--- src/rtl/chan_pkg.sv ---
// Shared types and helpers for the burst error channel: mode/FSM encodings,
// saturating arithmetic and default Galois LFSR tap masks.
package chan_pkg;

    typedef enum logic [1:0] {
        CH_OFF    = 2'b00,
        CH_FIXED  = 2'b01,
        CH_RANDOM = 2'b10
    } ch_mode_t;

    typedef enum logic [1:0] {
        SEEK  = 2'b00,
        BURST = 2'b01,
        DONE  = 2'b10
    } ch_state_t;

    function automatic logic [15:0] sat_add16(input logic [15:0] a, input logic [15:0] b);
        logic [16:0] sum;
        sum = {1'b0, a} + {1'b0, b};
        return sum[16] ? 16'hFFFF : sum[15:0];
    endfunction

    // Right-shifting Galois masks for maximal-length sequences.
    function automatic logic [31:0] default_taps(input int width);
        case (width)
            3:       return 32'h0000_0006;
            4:       return 32'h0000_000C;
            5:       return 32'h0000_0014;
            6:       return 32'h0000_0030;
            7:       return 32'h0000_0060;
            8:       return 32'h0000_00B8;
            9:       return 32'h0000_0110;
            10:      return 32'h0000_0240;
            11:      return 32'h0000_0500;
            32:      return 32'h8020_0003;
            default: return 32'h0000_B400;
        endcase
    endfunction

endpackage

--- src/rtl/burst_error_channel_lfsr_gen.sv ---
// Galois LFSR that advances one step whenever step is high.
module lfsr_gen
    import chan_pkg::*;
#(
    parameter int                 LFSR_W = 16,
    parameter logic [LFSR_W-1:0]  SEED   = 16'hACE1,
    parameter logic [LFSR_W-1:0]  TAPS   = LFSR_W'(default_taps(LFSR_W))
) (
    input  logic              clk,
    input  logic              rst,
    input  logic              step,
    output logic [LFSR_W-1:0] state
);

    logic [LFSR_W-1:0] state_reg;

    always_ff @(posedge clk or posedge rst) begin
        if (rst) begin
            state_reg <= SEED;
        end else if (step) begin
            state_reg <= state_reg[0] ? ((state_reg >> 1) ^ TAPS) : (state_reg >> 1);
        end
    end

    assign state = state_reg;

endmodule

--- src/rtl/burst_error_channel.sv ---
// Channel model injecting one error burst per frame of PERIOD symbols.
// Statistics counters exist only when BURST_ERROR_CHANNEL_STATS_EN is defined.
module burst_error_channel
    import chan_pkg::*;
#(
    parameter int                SYM_W        = 2,
    parameter int                PERIOD       = 32,
    parameter int                BURST_MAX    = 4,
    parameter int                INJECT_LIMIT = 256,
    parameter int                LFSR_W       = 16,
    parameter logic [LFSR_W-1:0] SEED         = 16'hACE1
) (
    input  logic                             clk,
    input  logic                             rst,
    input  logic [1:0]                       cfg_mode,
    input  logic [$clog2(PERIOD)-1:0]        cfg_offset,
    input  logic [$clog2(BURST_MAX+1)-1:0]   cfg_burst_len,
    input  logic [SYM_W-1:0]                 cfg_mask,
    input  logic                             clr_stats,
    input  logic                             in_valid,
    input  logic [SYM_W-1:0]                 in_sym,
    output logic                             out_valid,
    output logic [SYM_W-1:0]                 out_sym,
    output logic [SYM_W-1:0]                 out_err,
    output logic [15:0]                      sym_ct,
    output logic [15:0]                      err_sym_ct,
    output logic [15:0]                      err_bit_ct
);

    localparam int PW = $clog2(PERIOD);
    localparam int LW = $clog2(BURST_MAX + 1);
    localparam int WW = (INJECT_LIMIT > 0) ? $clog2(INJECT_LIMIT + 1) : 1;

    logic [PW-1:0]    pos_reg;
    logic [1:0]       mode_reg;
    logic [SYM_W-1:0] mask_reg;
    logic [LW-1:0]    len_reg;
    logic [PW-1:0]    start_reg;
    logic [LW-1:0]    rem_reg, rem_next;
    logic [WW-1:0]    win_reg;
    ch_state_t        state_reg, state_next;
    logic             out_valid_reg;
    logic [SYM_W-1:0] out_sym_reg, out_err_reg;

    logic [LFSR_W-1:0] lfsr_state;
    logic              unused_lfsr_bits;
    logic              capture;
    logic [LW-1:0]     cap_len;
    logic [PW-1:0]     cap_start_raw, cap_start;
    logic [PW:0]       start_lim;
    logic [1:0]        eff_mode;
    logic [SYM_W-1:0]  eff_mask;
    logic [LW-1:0]     eff_len;
    logic [PW-1:0]     eff_start;
    logic              mode_on, last_win_sym, corrupt;
    logic [SYM_W-1:0]  err_now;

    lfsr_gen #(.LFSR_W(LFSR_W), .SEED(SEED)) u_lfsr (
        .clk   (clk),
        .rst   (rst),
        .step  (capture),
        .state (lfsr_state)
    );

    assign unused_lfsr_bits = ^lfsr_state;

    // Frame parameters are sampled at pos 0 and also used for that same symbol.
    assign capture       = in_valid && (pos_reg == '0);
    assign cap_len       = (cfg_burst_len > LW'(BURST_MAX)) ? LW'(BURST_MAX) : cfg_burst_len;
    assign cap_start_raw = (cfg_mode == CH_RANDOM) ? lfsr_state[PW-1:0] : cfg_offset;
    assign start_lim     = (PW+1)'(PERIOD) - (PW+1)'(cap_len);
    assign cap_start     = ({1'b0, cap_start_raw} > start_lim) ? start_lim[PW-1:0] : cap_start_raw;

    assign eff_mode  = capture ? cfg_mode  : mode_reg;
    assign eff_mask  = capture ? cfg_mask  : mask_reg;
    assign eff_len   = capture ? cap_len   : len_reg;
    assign eff_start = capture ? cap_start : start_reg;
    assign mode_on   = (eff_mode == CH_FIXED) || (eff_mode == CH_RANDOM);

    assign last_win_sym = (INJECT_LIMIT != 0) && (win_reg == WW'(INJECT_LIMIT - 1));

    always_comb begin
        state_next = state_reg;
        rem_next   = rem_reg;
        corrupt    = 1'b0;
        if (in_valid) begin
            case (state_reg)
                SEEK: begin
                    if (mode_on && (eff_len != '0) && (pos_reg == eff_start)) begin
                        corrupt = 1'b1;
                        if (eff_len > LW'(1)) begin
                            state_next = BURST;
                            rem_next   = eff_len - LW'(1);
                        end
                    end
                end
                BURST: begin
                    corrupt  = 1'b1;
                    rem_next = rem_reg - LW'(1);
                    if (rem_reg == LW'(1)) state_next = SEEK;
                end
                default: corrupt = 1'b0;
            endcase
            // The final in-window symbol may still be hit; any burst is cut after it.
            if (last_win_sym) state_next = DONE;
        end
    end

    assign err_now = corrupt ? eff_mask : '0;

    always_ff @(posedge clk or posedge rst) begin
        if (rst) begin
            pos_reg       <= '0;
            mode_reg      <= CH_OFF;
            mask_reg      <= '0;
            len_reg       <= '0;
            start_reg     <= '0;
            rem_reg       <= '0;
            win_reg       <= '0;
            state_reg     <= SEEK;
            out_valid_reg <= 1'b0;
            out_sym_reg   <= '0;
            out_err_reg   <= '0;
        end else begin
            out_valid_reg <= in_valid;
            state_reg     <= state_next;
            rem_reg       <= rem_next;
            if (in_valid) begin
                pos_reg     <= pos_reg + PW'(1);
                out_err_reg <= err_now;
                out_sym_reg <= in_sym ^ err_now;
                if ((INJECT_LIMIT != 0) && (state_reg != DONE)) win_reg <= win_reg + WW'(1);
            end
            if (capture) begin
                mode_reg  <= cfg_mode;
                mask_reg  <= cfg_mask;
                len_reg   <= cap_len;
                start_reg <= cap_start;
            end
        end
    end

    assign out_valid = out_valid_reg;
    assign out_sym   = out_sym_reg;
    assign out_err   = out_err_reg;

`ifdef BURST_ERROR_CHANNEL_STATS_EN
    logic [15:0] sym_ct_reg, err_sym_ct_reg, err_bit_ct_reg;

    always_ff @(posedge clk or posedge rst) begin
        if (rst) begin
            sym_ct_reg     <= '0;
            err_sym_ct_reg <= '0;
            err_bit_ct_reg <= '0;
        end else if (clr_stats) begin
            sym_ct_reg     <= '0;
            err_sym_ct_reg <= '0;
            err_bit_ct_reg <= '0;
        end else if (in_valid) begin
            sym_ct_reg <= sat_add16(sym_ct_reg, 16'd1);
            if (corrupt) begin
                err_sym_ct_reg <= sat_add16(err_sym_ct_reg, 16'd1);
                err_bit_ct_reg <= sat_add16(err_bit_ct_reg, 16'($countones(err_now)));
            end
        end
    end

    assign sym_ct     = sym_ct_reg;
    assign err_sym_ct = err_sym_ct_reg;
    assign err_bit_ct = err_bit_ct_reg;
`else
    logic unused_clr_stats;
    assign unused_clr_stats = clr_stats;
    assign sym_ct     = '0;
    assign err_sym_ct = '0;
    assign err_bit_ct = '0;
`endif

endmodule

--- config.mk ---
export PLATFORM = sky130hd
export DESIGN_NAME = burst_error_channel
export DESIGN_NICKNAME = d
export VERILOG_FILES = /design/src/rtl/chan_pkg.sv /design/src/rtl/burst_error_channel_lfsr_gen.sv /design/src/rtl/burst_error_channel.sv
export SDC_FILE = /design/constraint.sdc
export NUM_CORES = 1
export LEC_CHECK = 0
export CORE_ASPECT_RATIO = 1.5
export CORE_UTILIZATION = 40
export DETAILED_ROUTE_END_ITERATION = 10
export PLACE_DENSITY = 0.63
export RECOVER_POWER = 25
export SLEW_MARGIN = 0
export SYNTH_ARGS = -nofsm -noshare
export SYNTH_HDL_FRONTEND = slang
export SYNTH_SLANG_ARGS = --single-unit
--- constraint.sdc ---
create_clock -name clk -period 6.2 [get_ports clk]
set_clock_uncertainty 0.1 [all_clocks]
set_input_delay 0.62 -clock clk [delete_from_list [all_inputs] [get_ports clk]]
set_output_delay 0.62 -clock clk [all_outputs]
set_load 0.01 [all_outputs]
Word level (Yosys, flattened, before mapping)
Index checks and enable logic that the tools add are counted.

word-level totals
  register bits after elaboration = 52
  bits of input ports = 18
  output and inout bits = 53

operators by class
  add/subtract/negate cells = 5
  $lt $le $gt $ge = 3
  equal/unequal tests = 13
  mux-type cells = 20
  bitwise operators = 2
  reduce and logical (&&, ||, !) cells = 12

operators with widths
  kind                                                                              count
  16-bit 2-to-1 mux                                                                 1
  5-bit 2-to-1 mux                                                                  3
  2-bit 2-to-1 mux                                                                  7
  3-bit 2-to-1 mux                                                                  4
  9-bit by 1-bit adder with 9-bit output (second input constant)                    1
  9-bit by 8-bit equality test with 1-bit output (second input constant)            1
  3-bit != test (second input constant)                                             3
  5-bit by 6-bit greater-than comparator with 1-bit output                          1
  2-bit != test (second input constant)                                             3
  3-bit one-hot mux with 2 select lines                                             1
  3-bit nonzero test                                                                2
  3-bit by 1-bit subtractor with 3-bit output (second input constant)               2
  6-bit by 3-bit subtractor with 6-bit output (first input constant)                1
  5-bit by 1-bit adder with 5-bit output (second input constant)                    1
  5-bit equality test                                                               1
  5-bit logical NOT                                                                 1
  5-bit AND reduction                                                               1
  2-bit by 1-bit equality test with 1-bit output (second input constant)            2
  2-bit equality test (second input constant)                                       2
  3-bit inverter with 4-bit output                                                  1
  2-bit one-hot mux with 2 select lines                                             1
  4-bit AND reduction                                                               1
  3-bit by 1-bit equality test with 1-bit output (second input constant)            1
  3-bit by 1-bit greater-than comparator with 1-bit output (second input constant)  1
  other kinds (9)                                                                   12

Depth between registers and ports, before layout
Gate-level depths: netlist of the first run.

  word-level depth = 13
  gate-level depth with buffers = 16

Hierarchy
From an unflattened synthesis of the first run, not the netlist that was laid out.

second synthesis, totals
  cells, all modules = 318
  area total of the unflattened synthesis = 3210.6 µm²

by module, submodules not included
  module               instances  cells each  area an instance (µm²)
  burst_error_channel  1          277         2551.2
  lfsr_gen             1          41          659.4

Least setup slack after synthesis of the first run
Ideal clock, no wire load.

  path type = input-to-reg
  start = in cfg_mode[0]
  end = reg rem_reg[2]
  arrival time = 3.133 ns
  setup slack = 2.874 ns
  cell stages on the path = 11
  path buffers = 1
  path through = nand2b_1 -> buf_6 -> mux2_4 -> ha_1 -> and3_1 -> a31o_2 -> a31o_2 -> nor4_1 -> a211oi_4 -> and4_4 -> a221oi_2

between the ends
  word-level cells in the longest chain between the ends = 9

RTL lines
  item                                                      RTL line                    text
  start, declared                                           burst_error_channel.sv:15   input logic [1:0] cfg_mode,
  2-bit equality test                                       burst_error_channel.sv:70   assign cap_start_raw = (cfg_mode == CH_RANDOM) ? lfsr_state[PW-1:0] : cfg_offset;
  5-bit 2-to-1 mux                                          burst_error_channel.sv:70
  5-bit by 6-bit greater-than comparator with 1-bit output  burst_error_channel.sv:72   assign cap_start = ({1'b0, cap_start_raw} > start_lim) ? start_lim[PW-1:0] : cap_start_raw;
  5-bit 2-to-1 mux                                          burst_error_channel.sv:72
  5-bit 2-to-1 mux                                          n/a
  5-bit equality test                                       burst_error_channel.sv:89   if (mode_on && (eff_len != '0) && (pos_reg == eff_start)) begin
  1-bit logical AND *                                       burst_error_channel.sv:89
  2-bit != test (no line) *                                 n/a
  4-bit AND reduction (no line) *                           n/a
  end signal, assigned                                      burst_error_channel.sv:127  rem_reg <= rem_next;
  end, declared                                             burst_error_channel.sv:39   logic [LW-1:0] rem_reg, rem_next;

Every way passes the cells marked *; elsewhere a longest branch is shown, timed or not.
A chain may end at the register's enable or synchronous reset.

Final worst setup path of the first run
Same ends and word-level chain as after synthesis.

==> results of run 1 <==
[power breakdown]
group / switching [mW] / internal [mW] / total, mW
clock: 0.122 / 0.202 / 0.324
combinational: 0.263 / 0.224 / 0.487
sequential: 0.107 / 0.487 / 0.595
total: 0.492 / 0.914 / 1.41
[through the flow]
step,instances,util
finish,461,0.457
global route,461,0.457
CTS,461,0.458
detailed placement,453,0.435
global placement,453,0.435
floorplan,386,-
[cell type report]
type | count | area, um^2
clock buffer | 6 | 139
multi-input combinational | 251 | 1570
tap | 102 | 128
sequential | 52 | 1310
inverter | 23 | 86.3
clock inverter | 2 | 38.8
timing repair buffer | 25 | 233
fill | 775 | 4160
[kinds of logic after synthesis]
kind of cell,count (synthesis),synth area share
and+or+nand+nor,107,0.166
buffers and inverters,83,0.157
AOI/OAI and AO/OA,55,0.131
DFF,52,0.410
xor gates and xnor gates,18,0.0492
adders and majority gates,15,0.0586
muxes,8,0.0281
other,1,0.00117
[critical path: stages]
cell and delay, ns:
clkdlybuf4s50_1 0.55, nand2b_1 0.35, mux2i_1 0.34, inv_1 0.08, ha_1 0.32, and3_1 0.21, o21ai_0 0.10, a31oi_1 0.23
or4_4 0.60, a21oi_4 0.31, nand3_1 0.14, a221oi_2 0.27
[path summary, 6_finish.rpt]
| path | to | slack [ns] | cells after the start |
|---|---|---|---|
| setup reg to reg | rem_reg[2]$_DFFE_PP0P_ | 2.62 | 14 |
| min in group asynchronous | u_lfsr.state[8]$_DFFE_PP0P_ | 1.70 | 3 |
| max in group asynchronous | len_reg[2]$_DFF_PP0_ | 2.72 | 3 |
| hold / removal | u_lfsr.state[6]$_DFFE_PP1P_ | 0.35 | 2 |
| hold reg to reg | u_lfsr.state[6]$_DFFE_PP1P_ | 0.35 | 2 |
| setup / recovery | rem_reg[2]$_DFFE_PP0P_ | 2.18 | 12 |
[synthesized netlist by cell type (6+ instances only)]
cell type,number,share of area
nor2_1,8,0.0094
o21ai_0,18,0.028
a21oi_1,6,0.0094
xnor2_1,14,0.038
nand2_1,56,0.066
clkbuf_1,7,0.0082
ha_1,15,0.059
dfstp_2,8,0.066
dfrtp_1,44,0.34
inv_1,23,0.027
nand3_1,8,0.013
buf_4,48,0.11
nand4_1,6,0.012
[per-layer routing]
| metal | part of all wire | GRT usage | vias up |
|---|---|---|---|
| li1 | - | - | 1087 |
| met1 | 0.45 | 0.188 | 1020 |
| met2 | 0.50 | 0.238 | 38 |
| met3 | 0.030 | 0.0299 | 10 |
| met4 | 0.019 | 0.0541 | 0 |
| met5 | 0 | 0 | - |
==> flow_summary.toml, run 1 <==
[finish]
largest_reg_flops = 16
final_nets = 391
final_cell_mix = "56 x nand2_1, 48 x conb_1, 44 x dfrtp_1"
design_area_mm2 = 0.00350
syn2layout_area_growth_pct = 9.34
drive_gt1_frac = 0.103
diodes = 0
layout_commonest_cell = "nand2_1"

[clock_tree]
clockRootBuffer = "clkbuf_16"
cts.path.max_buffers = 2
numCtsBuffers = 5
htree_levels = 2
clock-sinks = 52
cts_resized = 0
clk_pin_slew_ns = 0.07
cts_tree = "yes"
post_cts_buffers = 0
clock_latency_ns = 0.29
cts_hold_buf = 0

[sta]
finalCritPeriodShare = 0.649
max_slew.worst_pin.slew_ns = 2.77
fmax_mhz = 249
period_minus_slack_ns = 4.02
tns_ns = 0
finalSetupViolCount = 0
relSlewSlack = -0.844
hold_ws_ns = 0.353
finalHoldViolations = 0
drv_slew = 53
rsz0062_at_grt = "false"
setup_slack_ns = 2.18

[place]
gp_congestion = 0.749
port_buffers = 21
dp_hpwl_um = 3950
placed_cell_area_mm2 = 0.00333
place_worst_setup_slack_ns = 1.88

[worst_setup_path]
crit_arrival_ns = 4.12
critPathLaunch = "cfg_mode[0]"
end_kind = "register"
worstPathRequired_ns = 6.30
crit_fanout = 10
critPathLaunchType = "input pin"
path_class = "in -> reg"
rr_startpoint = "pos_reg[1]$_DFFE_PP0P_"

[logic_synthesis]
synth_cells = 339
yosysSeqAreaShare = 0.410
netlist_area_mm2 = 0.00320
synthDistinctLibCells = 56
synth_enable_flop_cells = 0
synthFlopType = "dfrtp_1"
yosysWarnings = 0
ys_ff_latch = 52
syn_area_per_cell_um2 = 9.44
ys_async_sr_fraction = 1.00

[route]
ant_nets = 0
routedWlPerCell_um = 12.0
vias_per_cell = 4.67
drcViolationCount = 0
drt-total-wl_um = 5520
vias = 2155
drt_first_pass_iters = 4
first_iter_violations = 99

[flow_run]
max_cap_violations = 1

[pwr]
finalPower_mw = 1.41
ir_drop_mv = 0.188
total_leakage_power_nw = 1.65
p_per_area_mw_per_mm2 = 402

[floorplan]
ios = 71
start_util = 0.418
dieArea_mm2 = 0.00837
core-area_mm2 = 0.00766
fp-row-count = 39
die_x_um = 75.1
chipHeight_um = 112

[min_path]
holdCritStartpoint = "u_lfsr.state[7]$_DFFE_PP1P_"
hold_class = "reg -> reg"

[outcome]
status = "finished, violations left"
violations = "max-capacitance violations, max-slew violations"

[grt]
grt_pass1_wl_um = 9590
antenna_found_initial = 0
overflow = 0
grt_max_degree = 53
grt_pass1_vias = 2075
track_usage = 0.147
(Power assumes the default switching activity.)
==> run 2, diff against run 1 <==
clock period = 4 ns   (was 6.2 ns; I/O delays follow)
==> flow_summary.toml, run 2 (synthesis results as in run 1) <==
[finish]
regArea_mm2 = 0.00131
multiInputGateArea_mm2 = 0.00157
fillers = 747
final_cell_mix = "56 x nand2_1, 48 x conb_1, 44 x dfrtp_1"
drive_gt1_frac = 0.118
syn2layout_area_growth_pct = 10.4
layout_commonest_cell = "nand2_1"
final_nets = 396
diodes = 0
largest_reg_flops = 16

[sta]
finalCritPeriodShare = 0.890
fmax_mhz = 281
period_minus_slack_ns = 3.56
finalHoldViolations = 0
finalSetupViolCount = 0
setup_slack_ns = 0.441
rsz0062_at_grt = "false"
max_slew.worst_pin.slew_ns = 1.25
relSlewSlack = 0.163
tns_ns = 0
drv_slew = 0

[worst_setup_path]
cp_slowest_stage_delay_ns = 0.57
critPathLaunchType = "input pin"
crit_chain = "clkdlybuf4s50_1, nand2b_1, buf_4, o21ai_0, ha_1, nor2b_1, o21ai_0, a31oi_1, or4_4, a21oi_4, and4_4, a221oi_2"
crit_top_cell = "o21ai_0"
cp_num_buf_inv = 2
critical_path.top_delay_family = "simple AND/OR/NAND/NOR gates"
crit_fanout = 10
crit_arrival_ns = 3.61
end_kind = "register"
worstPathRequired_ns = 4.05
cp_slowest_cell = "or4_4"
path_class = "in -> reg"

[outcome]
status = "complete, no violations"

[floorplan]
chipHeight_um = 112
die_x_um = 75.1
ios = 71
fp-row-count = 39
start_util = 0.418
dieArea_mm2 = 0.00837
core-area_mm2 = 0.00766

[grt]
track_usage = 0.144
grt_pass1_wl_um = 9400
overflow = 0
grt_pass1_vias = 2096
antenna_found_initial = 0
grt_max_degree = 34

[route]
ant_nets = 0
drt_first_pass_iters = 4
vias_per_cell = 4.74
routedWlPerCell_um = 12.1
drt-total-wl_um = 5640
first_iter_violations = 85
drcViolationCount = 0
vias = 2210

[min_path]
hold_class = "reg -> reg"

[clock_tree]
clk_pin_slew_ns = 0.07
cts_hold_buf = 0
clock-sinks = 52
cts_resized = 0
cts.path.max_buffers = 2
post_cts_buffers = 0
cts_tree = "yes"
clockRootBuffer = "clkbuf_16"
numCtsBuffers = 5
clock_latency_ns = 0.29
htree_levels = 2

[place]
place_worst_setup_slack_ns = 0.148
gp_congestion = 0.786
dp_hpwl_um = 4210
port_buffers = 21

[flow_run]
max_cap_violations = 0

[pwr]
p_per_area_mw_per_mm2 = 619
ir_drop_mv = 0.287
total_leakage_power_nw = 1.68
## run 2: worst paths after layout
path                       slack, ns  cells past startpoint                     endpoint                        start
setup / recovery                0.44                     12       rem_reg[1]$_DFFE_PP0P_                  cfg_mode[1]
hold / removal                  0.35                      2  u_lfsr.state[6]$_DFFE_PP1P_  u_lfsr.state[7]$_DFFE_PP1P_
setup reg to reg                0.71                     14       rem_reg[1]$_DFFE_PP0P_       pos_reg[1]$_DFFE_PP0P_
hold reg to reg                 0.35                      2  u_lfsr.state[6]$_DFFE_PP1P_  u_lfsr.state[7]$_DFFE_PP1P_
max in group asynchronous       2.07                      3         len_reg[0]$_DFF_PP0_                          rst
min in group asynchronous       0.79                      2  u_lfsr.state[9]$_DFFE_PP0P_                          rst
## run 2: per-layer routing
| metal | vias up | wire length, um | track usage |
|---|---|---|---|
| met1 | 1067 | 2460 | 0.178 |
| li1 | 1103 | - | - |
| met5 | - | 0 | 0 |
| met4 | 0 | 70 | 0.0428 |
| met2 | 35 | 2930 | 0.250 |
| met3 | 5 | 183 | 0.0244 |
## run 2: worst min-delay path, delay by kind of cell, from the launching register on
family | cells | cell delay [ns]
simple gates | 2 | 0.08
flops | 1 | 0.37
## run 2: layout make-up
cell class              instances  area share
flip-flops and latches         52       0.371
multi-input cells             251       0.443
inverters                      23      0.0244
well taps                     102      0.0361
clock inverters                 3      0.0131
repair buffers                 30      0.0775
clock buffers                   5      0.0354
## run 2: metrics by stage
step | hold WS [ns] | util | instance area, um^2 | power [mW] | std cells
after floorplan | 0.331 | - | 3380 | 1.52 | 386
after detailed placement | 0.348 | 0.440 | 3370 | 1.71 | 458
after CTS | 0.361 | 0.462 | 3540 | 2.21 | 466
after global routing | 0.376 | 0.462 | 3540 | 2.36 | 466
final | 0.355 | 0.462 | 3540 | 2.19 | 466
after global placement | 0.345 | 0.440 | 3370 | 1.68 | 458
## run 2: power breakdown
part	switching (mW)	total (mW)	internal [mW]	leakage, nW
Clock	0.195	0.492	0.297	0.0804
Sequential	0.166	0.921	0.755	0.630
Combinational	0.416	0.775	0.359	0.967
Total	0.777	2.19	1.41	1.68
==> run 3, diff against run 2 <==
CELL_PAD_IN_SITES_DETAIL_PLACEMENT = 0   (was default)
CELL_PAD_IN_SITES_GLOBAL_PLACEMENT = 1   (was default)
CORE_UTILIZATION = 39   (was 40)
PLACE_DENSITY = 0.78   (was 0.63)
==> flow_summary.toml, run 3 (synthesis results as in run 1) <==
[sta]
fmax_mhz = 270
finalHoldViolations = 0
period_minus_slack_ns = 3.70
rsz0062_at_grt = "false"
relSlewSlack = -0.323
setup_slack_ns = 0.298
finalSetupViolCount = 0
max_slew.worst_pin.slew_ns = 1.98
drv_slew = 53
tns_ns = 0
finalCritPeriodShare = 0.926

[finish]
final_nets = 397
largest_reg_flops = 16
syn2layout_area_growth_pct = 10.4
drive_gt1_frac = 0.123
layout_commonest_cell = "nand2_1"
diodes = 0
final_cell_mix = "56 x nand2_1, 48 x conb_1, 44 x dfrtp_1"

[clock_tree]
clock_latency_ns = 0.29
clock-sinks = 52
cts.path.max_buffers = 2
numCtsBuffers = 5
clockRootBuffer = "clkbuf_16"
cts_hold_buf = 0
cts_resized = 0
htree_levels = 2
post_cts_buffers = 0
cts_tree = "yes"
clk_pin_slew_ns = 0.07

[route]
drt_first_pass_iters = 7
first_iter_violations = 99
vias_per_cell = 4.71
vias = 2215
drt-total-wl_um = 5740
drcViolationCount = 1
routedWlPerCell_um = 12.2
wl_met3_um = 143
wl_met2_um = 3010
highest_layer = "met4"
drt-met1-wl_um = 2540
ant_nets = 0

[worst_setup_path]
reg2reg_slack_ns = 0.77
crit_fanout = 10
critPathLaunchType = "input pin"
end_kind = "register"
crit_arrival_ns = 3.76
worstPathRequired_ns = 4.06
path_class = "in -> reg"
worstRegToRegCells = 13

[flow_run]
max_cap_violations = 1

[place]
port_buffers = 21
dp_hpwl_um = 4240
place_worst_setup_slack_ns = -0.00255
gp_congestion = 0.748

[floorplan]
fp-row-count = 40
chipHeight_um = 113
die_x_um = 76.0
ios = 71
dieArea_mm2 = 0.00858
start_util = 0.400
core-area_mm2 = 0.00801

[grt]
overflow = 0
grt_pass1_vias = 2127
antenna_found_initial = 0
track_usage = 0.140
grt_max_degree = 53
grt_pass1_wl_um = 9870

[min_path]
whs_path_depth = 2
hold_class = "reg -> reg"

[outcome]
violations = "design-rule violations, max-capacitance violations, max-slew violations"
status = "finished, violations left"

[pwr]
total_leakage_power_nw = 1.67
ir_drop_mv = 0.281
p_per_area_mw_per_mm2 = 606
==> run 3: layout make-up <==
| type | instances | area [um^2] |
|---|---|---|
| clock buffer | 5 | 125 |
| fill | 788 | 4470 |
| tap | 105 | 131 |
| sequential | 52 | 1310 |
| timing repair buffer | 31 | 282 |
| multi-input combinational | 251 | 1570 |
| inverter | 23 | 86.3 |
| clock inverter | 3 | 27.5 |
==> run 3: worst max-delay path, stage by stage <==
cell and delay [ns]:
clkdlybuf4s50_1 0.48, nand2b_1 0.34, mux2i_1 0.35, inv_1 0.08, ha_1 0.33, and3_1 0.21, o21ai_0 0.11, a31oi_1 0.19
or4_4 0.58, a21oi_4 0.31, and4_4 0.31, a221oi_2 0.07
==> run 3: per-layer routing <==
metal	vias to the layer above	GRT usage
met3	5	0.0210
met5	-	0
li1	1104	-
met2	35	0.255
met4	0	0.0321
met1	1071	0.176
==> run 3: report_power, final <==
part,leakage [nW],internal (mW),switching (mW),total [mW]
combinational,0.972,0.364,0.420,0.784
sequential,0.630,0.755,0.165,0.920
clock,0.0719,0.238,0.201,0.438
total,1.67,1.36,0.786,2.14
==> run 3: worst paths after layout <==
check,from,to
setup / recovery,cfg_mode[0],rem_reg[0]$_DFFE_PP0P_
hold / removal,u_lfsr.state[7]$_DFFE_PP1P_,u_lfsr.state[6]$_DFFE_PP1P_
setup reg to reg,pos_reg[1]$_DFFE_PP0P_,rem_reg[0]$_DFFE_PP0P_
hold reg to reg,u_lfsr.state[7]$_DFFE_PP1P_,u_lfsr.state[6]$_DFFE_PP1P_
max in group asynchronous,rst,state_reg[0]$_DFFE_PP0P_
min in group asynchronous,rst,u_lfsr.state[9]$_DFFE_PP0P_
==> run 3: metrics by stage <==
| step | cell area [um^2] | util | std cells | power, mW | hold slack [ns] |
|---|---|---|---|---|---|
| 2_1_floorplan | 3380 | - | 386 | 1.52 | 0.331 |
| 3_3_place_gp | 3380 | 0.422 | 462 | 1.70 | 0.341 |
| 3_5_place_dp | 3380 | 0.422 | 462 | 1.72 | 0.344 |
| 4_1_cts | 3530 | 0.441 | 470 | 2.17 | 0.356 |
| 5_1_grt | 3530 | 0.441 | 470 | 2.32 | 0.383 |
| 6_report | 3530 | 0.441 | 470 | 2.14 | 0.353 |
